==> src/rtl/cpu_pkg.sv <==
// Shared CPU constants: IR bit positions for the register-I/O instructions
// and the default I/O data width.
package cpu_pkg;
    localparam int IO_INP     = 11;
    localparam int IO_OUT     = 10;
    localparam int IO_SKI     = 9;
    localparam int IO_SKO     = 8;
    localparam int IO_ION     = 7;
    localparam int IO_IOF     = 6;
    localparam int DATA_W_DEF = 8;
endpackage

==> src/rtl/io_interrupt_unit.sv <==
// I/O and interrupt block: INPR/OUTR with device handshakes, FGI/FGO flags,
// skip request, interrupt enable and the interrupt-pending flag R.
module io_interrupt_unit
    import cpu_pkg::*;
#(
    parameter int       DATA_W  = DATA_W_DEF,
    parameter bit       FGO_RST = 1'b1
) (
    input  logic              clk,
    input  logic              rst,
    input  logic [15:0]       ir,
    input  logic              io_exec,
    input  logic [DATA_W-1:0] ac_low,
    input  logic              sample_en,
    input  logic              int_done,
    input  logic [DATA_W-1:0] in_data,
    input  logic              in_valid,
    output logic              in_ready,
    output logic [DATA_W-1:0] out_data,
    output logic              out_valid,
    input  logic              out_ready,
    output logic [DATA_W-1:0] inpr,
    output logic              skip,
    output logic              ien,
    output logic              r_flag,
    output logic              out_overrun
);
    logic [DATA_W-1:0] inpr_q, inpr_d, outr_q, outr_d;
    logic fgi_q, fgi_d, fgo_q, fgo_d, out_valid_q, out_valid_d;
    logic ien_q, ien_d, r_q, r_d, overrun_q, overrun_d;
    logic inp, outp, ski, sko, ion, iof, accept, dev_take;

    logic unused_ir;
    assign unused_ir = ^{ir[15:12], ir[5:0]};

    always_comb begin
        inp      = io_exec & ir[IO_INP];
        outp     = io_exec & ir[IO_OUT];
        ski      = io_exec & ir[IO_SKI];
        sko      = io_exec & ir[IO_SKO];
        ion      = io_exec & ir[IO_ION];
        iof      = io_exec & ir[IO_IOF];
        accept   = in_valid & ~fgi_q;
        dev_take = out_valid_q & out_ready;

        inpr_d = accept ? in_data : inpr_q;
        fgi_d  = fgi_q;
        if (accept)   fgi_d = 1'b1;
        else if (inp) fgi_d = 1'b0;

        // An OUT that lands on a cycle with a pending byte is dropped, even if
        // the device takes that byte on the same edge.
        outr_d      = outr_q;
        out_valid_d = out_valid_q;
        fgo_d       = fgo_q;
        overrun_d   = overrun_q;
        if (dev_take) begin
            out_valid_d = 1'b0;
            fgo_d       = 1'b1;
        end
        if (outp && !out_valid_q) begin
            outr_d      = ac_low;
            out_valid_d = 1'b1;
            fgo_d       = 1'b0;
        end
        if (outp && out_valid_q) overrun_d = 1'b1;

        ien_d = ien_q;
        if (int_done)  ien_d = 1'b0;
        else if (iof)  ien_d = 1'b0;
        else if (ion)  ien_d = 1'b1;

        r_d = r_q;
        if (int_done) r_d = 1'b0;
        else if (sample_en && ien_q && (fgi_q || fgo_q) && !r_q) r_d = 1'b1;
    end

    always_ff @(posedge clk or posedge rst) begin
        if (rst) begin
            inpr_q      <= '0;
            outr_q      <= '0;
            fgi_q       <= 1'b0;
            fgo_q       <= FGO_RST;
            out_valid_q <= 1'b0;
            ien_q       <= 1'b0;
            r_q         <= 1'b0;
            overrun_q   <= 1'b0;
        end else begin
            inpr_q      <= inpr_d;
            outr_q      <= outr_d;
            fgi_q       <= fgi_d;
            fgo_q       <= fgo_d;
            out_valid_q <= out_valid_d;
            ien_q       <= ien_d;
            r_q         <= r_d;
            overrun_q   <= overrun_d;
        end
    end

    assign in_ready    = ~fgi_q;
    assign out_data    = outr_q;
    assign out_valid   = out_valid_q;
    assign inpr        = inpr_q;
    assign skip        = (ski & fgi_q) | (sko & fgo_q);
    assign ien         = ien_q;
    assign r_flag      = r_q;
    assign out_overrun = overrun_q;
endmodule

==> config.mk <==
export PLATFORM = sky130hd
export DESIGN_NAME = io_interrupt_unit
export DESIGN_NICKNAME = d
export VERILOG_FILES = /design/src/rtl/cpu_pkg.sv /design/src/rtl/io_interrupt_unit.sv
export SDC_FILE = /design/constraint.sdc
export NUM_CORES = 1
export LEC_CHECK = 0
export ABC_AREA = 1
export ABC_CLOCK_PERIOD_IN_PS = 2320
export BUFFER_PORTS_ARGS = -buffer_cell sky130_fd_sc_hd__buf_2
export CORE_MARGIN = 8
export CORE_UTILIZATION = 30
export DETAILED_ROUTE_END_ITERATION = 16
export GPL_TIMING_DRIVEN = 0
export HOLD_SLACK_MARGIN = 0.1
export PLACE_DENSITY = 0.64
export RECOVER_POWER = 25
export SETUP_SLACK_MARGIN = 0.5
export SLEW_MARGIN = 5
export SYNTH_ARGS = -nofsm -noshare
export SYNTH_HDL_FRONTEND = slang
export SYNTH_SLANG_ARGS = --single-unit
export TNS_END_PERCENT = 50
==> constraint.sdc <==
create_clock -name clk -period 2.32 [get_ports clk]
set_input_delay 0.232 -clock clk [delete_from_list [all_inputs] [get_ports clk]]
set_output_delay 0.232 -clock clk [all_outputs]
set_load 0.05 [all_outputs]
* Yosys cells after proc, flatten, opt, wreduce, memory -nomap -nowiden
Index checks and enable logic that the tools add are counted. W data, S select, Z words.
Cells by class: muxes and demuxes 11, bitwise operators 12, reduce and logical (&&, ||, !) cells 12
Operator list (number):
- $mux W1 | 11
- $and A1 B1 Y1 | 10
- $reduce_bool A2 Y1 | 3
- $logic_and A1 B1 Y1 | 5
- $reduce_bool A3 Y1 | 1
- $logic_not A1 Y1 | 2
- $logic_or A1 B1 Y1 | 1
- $not A1 Y1 | 1
- $or A1 B1 Y1 | 1
Storage, ports and cells: flip-flop bits (word level) 22, logic and storage cells 43, output and inout bits 22

* Depth between registers and ports, before layout
depth in word-level cells 5, gate-level depth with buffers 5

* Least setup slack after synthesis
No wires, ideal clock.
path type reg-to-reg, start point register out_valid_q (netlist: out_valid), end point register out_valid_q (netlist: out_valid), setup time 0.128 ns, data arrival time 1.151 ns, required time 2.192 ns, slack 1.041 ns, path buffers 1, cell stages (with the launch flop) 5, period minus slack after synthesis 1.279 ns, cells stage by stage dfrtp_1 > inv_1 > nand3_4 > buf_6 > o21ai_0
Between the ends: longest elaborated chain between the ends 3
Ends and longest elaborated chain:
- start, declared | line io_interrupt_unit.sv:29 | logic fgi_q, fgi_d, fgo_q, fgo_d, out_valid_q, out_valid_d;
- start signal, assigned | line io_interrupt_unit.sv:93 | out_valid_q <= out_valid_d;
- $logic_not A1 Y1 | line io_interrupt_unit.sv:61 | if (outp && !out_valid_q) begin
- $logic_and A1 B1 Y1 | line io_interrupt_unit.sv:61
- $mux W1 / $reduce_bool A2 Y1 (equally long branches)
Several ways; a longest one is shown, not always the timed one. A chain may end at the register's enable or synchronous reset.

* Final worst setup path
start point register fgi_q, end point output in_ready
Between the ends: longest elaborated chain between the ends 1
Ends and longest elaborated chain:
- start, declared | line io_interrupt_unit.sv:29
- start signal, assigned | line io_interrupt_unit.sv:91 | fgi_q <= fgi_d;
- $not A1 Y1 | line io_interrupt_unit.sv:100 | assign in_ready = ~fgi_q;
- end, declared | line io_interrupt_unit.sv:18 | output logic in_ready,
Every way passes these cells.

==> results.toml <==
[timing]
worst_clock_skew_ns = 0.005687
fmax_mhz = 663.5
tightestPinTransition_ns = 0.8207
rsz0062_at_grt = "no"
fin_crit_sh = 0.6496
fin_tns_setup_ns = 0
slew_viol_final = 0
fin_hold_ws_ns = 0.07577
slew_headroom = 0.4522
layout_min_cycle_time_ns = 1.507
setup-violations-final = 0
finalHoldViolCount = 0

[routing]
viasPerCell = 4.253
vias = 842
wirelength_um = 2331
drtPass1Iterations = 4
ant_nets = 0
drc = 0
initialDrtViolationCount = 30
drt-wirelength-per-cell_um = 11.77

[pwr]
p_leak_uw = 0.0007434
totalPowerFinal_uw = 1272
irDropWorstVdd_uv = 603.7
power_density_mw_per_mm2 = 998.8

[setup_path]
rrSetupSlack_ns = 1.29
critical_path.most_common_cell = "buf_2"
crit_path_end_kind = "output port"
slowest_delay_ns = 0.41
crit_arrival_ns = 1.28
start_kind = "register"
critPathRequiredTime_ns = 2.09
path_class = "register to output port"
crit_fanout = 10
crit_chain = "inv_1 -> buf_2 -> buf_2"
slowest_stage = "dfrtp_1"

[logic_synthesis]
synthMuxAreaShare = 0
synth_fa_ha_area_frac = 0
synth.distinct_cells = 13
yosysSeqAreaShare = 0.5857
synth_top_family_by_area = "simple AND/OR/NAND/NOR gates"
syn_area_per_cell_um2 = 9.328
synth-compound-area-share = 0.09960
synth_top_cell_by_area = "dfrtp_1"
ys_top_cells_by_area = "dfrtp_1 (56%), nand2_1 (14%), o21ai_2 (7.4%)"
synthCells = 101
syn-num-nets = 140
ys_ff_latch = 22
synth_area_um2 = 942.2
synthXorXnorAreaFrac = 0
yosysWarnings = 0
synth.top_cell.area_share = 0.5578
yosys.area_share.simple = 0.2205

[cells_and_area]
final_cell_mix = "buf_2 (50), nand2_1 (36), dfrtp_1 (21), inv_1 (15), nand3_1 (10)"
final_cells = 198
antenna_cells = 0
area_growth_pct = 35.19
final_common_cell = "buf_2"
drive_above_1_share = 0.4286
fin_nets = 194

[clocking]
cts_tree = "yes"
cts_setup_buffers = 0
cts-htree-levels = 1
cts.clk_slew.worst_paths_ns = 0.11
cts_buffer_depth = 2
cts_made_buffers = 3
clk_latency_ns = 0.30
cts_sinks = 22
cts-root-buf = "clkbuf_4"

[placement]
dp_hpwl_um = 1906
io_buffer_count = 48
gp_congestion = 0.6810
dp.cells = 193

[global_routing]
antenna_found_initial = 0
grt_pass1_vias = 902
grt_usage = 0.09214
grt_pass1_wl_um = 3912
grt_max_degree = 23
met2_usage = 0.1640
use_met1 = 0.09786
top_usage_layer = "met2"
gr-total-overflow = 0
gr-usage-met3 = 0.04408

[floorplan]
die_h_um = 72.04
io_pins = 61
rows = 20
die_area_mm2 = 0.005190
initial_core_util = 0.3112
coreArea_mm2 = 0.003028
die_x_um = 72.04

[hold_path]
hold_path_class = "primary input to asynchronous set/reset pin"

[outcome]
run_status = "complete, no violations"

[flow_run]
cap_violations = 0
[power breakdown]
group          internal, uW  switching [uW]  total [uW]  leakage (uW)
combinational           134             449         583      0.000459
sequential              472            46.5         519      0.000269
clock                  66.9             104         171     0.0000150
total                   673             599        1270      0.000743
[cell families (layout without fill, tap and decap cells)]
| kind of cell | count (synthesis) | count (layout) |
|---|---|---|
| buffers and inverters | 19 | 72 |
| flip-flops | 22 | 22 |
| AO/OA/AOI/OAI | 12 | 12 |
| AND/OR/NAND/NOR | 48 | 48 |
[state kept, by name (all words and copies together) (netlist names)]
| name | flops |
|---|---|
| ien | 1 |
| fgi_q | 1 |
| out_data | 8 |
| fgo_q | 1 |
| r_flag | 1 |
| inpr | 8 |
| out_overrun | 1 |
| out_valid | 1 |
[per-stage QoR]
stage,util,setup slack (ns),instance area [um^2]
after floorplan,-,1.041,942.2
after global placement,0.4087,1.144,1237
after detailed placement,0.4087,1.134,1237
after CTS,0.4207,0.7777,1274
after global routing,0.4207,0.7080,1274
final,0.4207,0.8129,1274
[synthesized netlist by cell type]
cell     count
a21oi_1      2
a31o_2       1
buf_2        2
buf_6        2
dfrtp_1     21
dfstp_2      1
inv_1       15
nand2_1     36
nand3_1     10
nand3_4      1
nor3_1       1
o21ai_0      1
o21ai_2      8
[path summary, 6_finish.rpt]
check | startpoint | to | cells past startpoint
setup / recovery | fgi_q | in_ready | 3
setup reg to reg | out_valid | out_data[6] | 4
min in group clk | out_ready | out_valid | 2
max in group asynchronous | rst | out_data[5] | 2
hold / removal | rst | inpr[4] | 2
hold reg to reg | out_overrun | out_overrun | 1
[cell type report]
type | count | area, um^2
timing repair buffer | 49 | 250.2
inverter | 15 | 56.30
buffer | 4 | 32.53
clock buffer | 4 | 26.28
fill | 318 | 1754
sequential | 22 | 551.8
tap | 44 | 55.05
multi-input combinational | 60 | 301.5
[critical path, delay by kind of cell, from the launching register on]
family	cells	cell delay [ns]
buf+inv	3	0.57
flops	1	0.41
[repair_timing]
item                       4_1_cts  5_1_grt
hold buffers                     1        0
setup endpoints to repair        0        0
hold endpoints to repair         2        0
gates resized for setup          0        0
[routing by layer]
layer | up-vias | wire, um
li1 | 422 | -
met1 | 385 | 928
met2 | 33 | 1186
met3 | 2 | 204
met4 | 0 | 10
met5 | - | 0
Power figures use the tool's default switching activity.
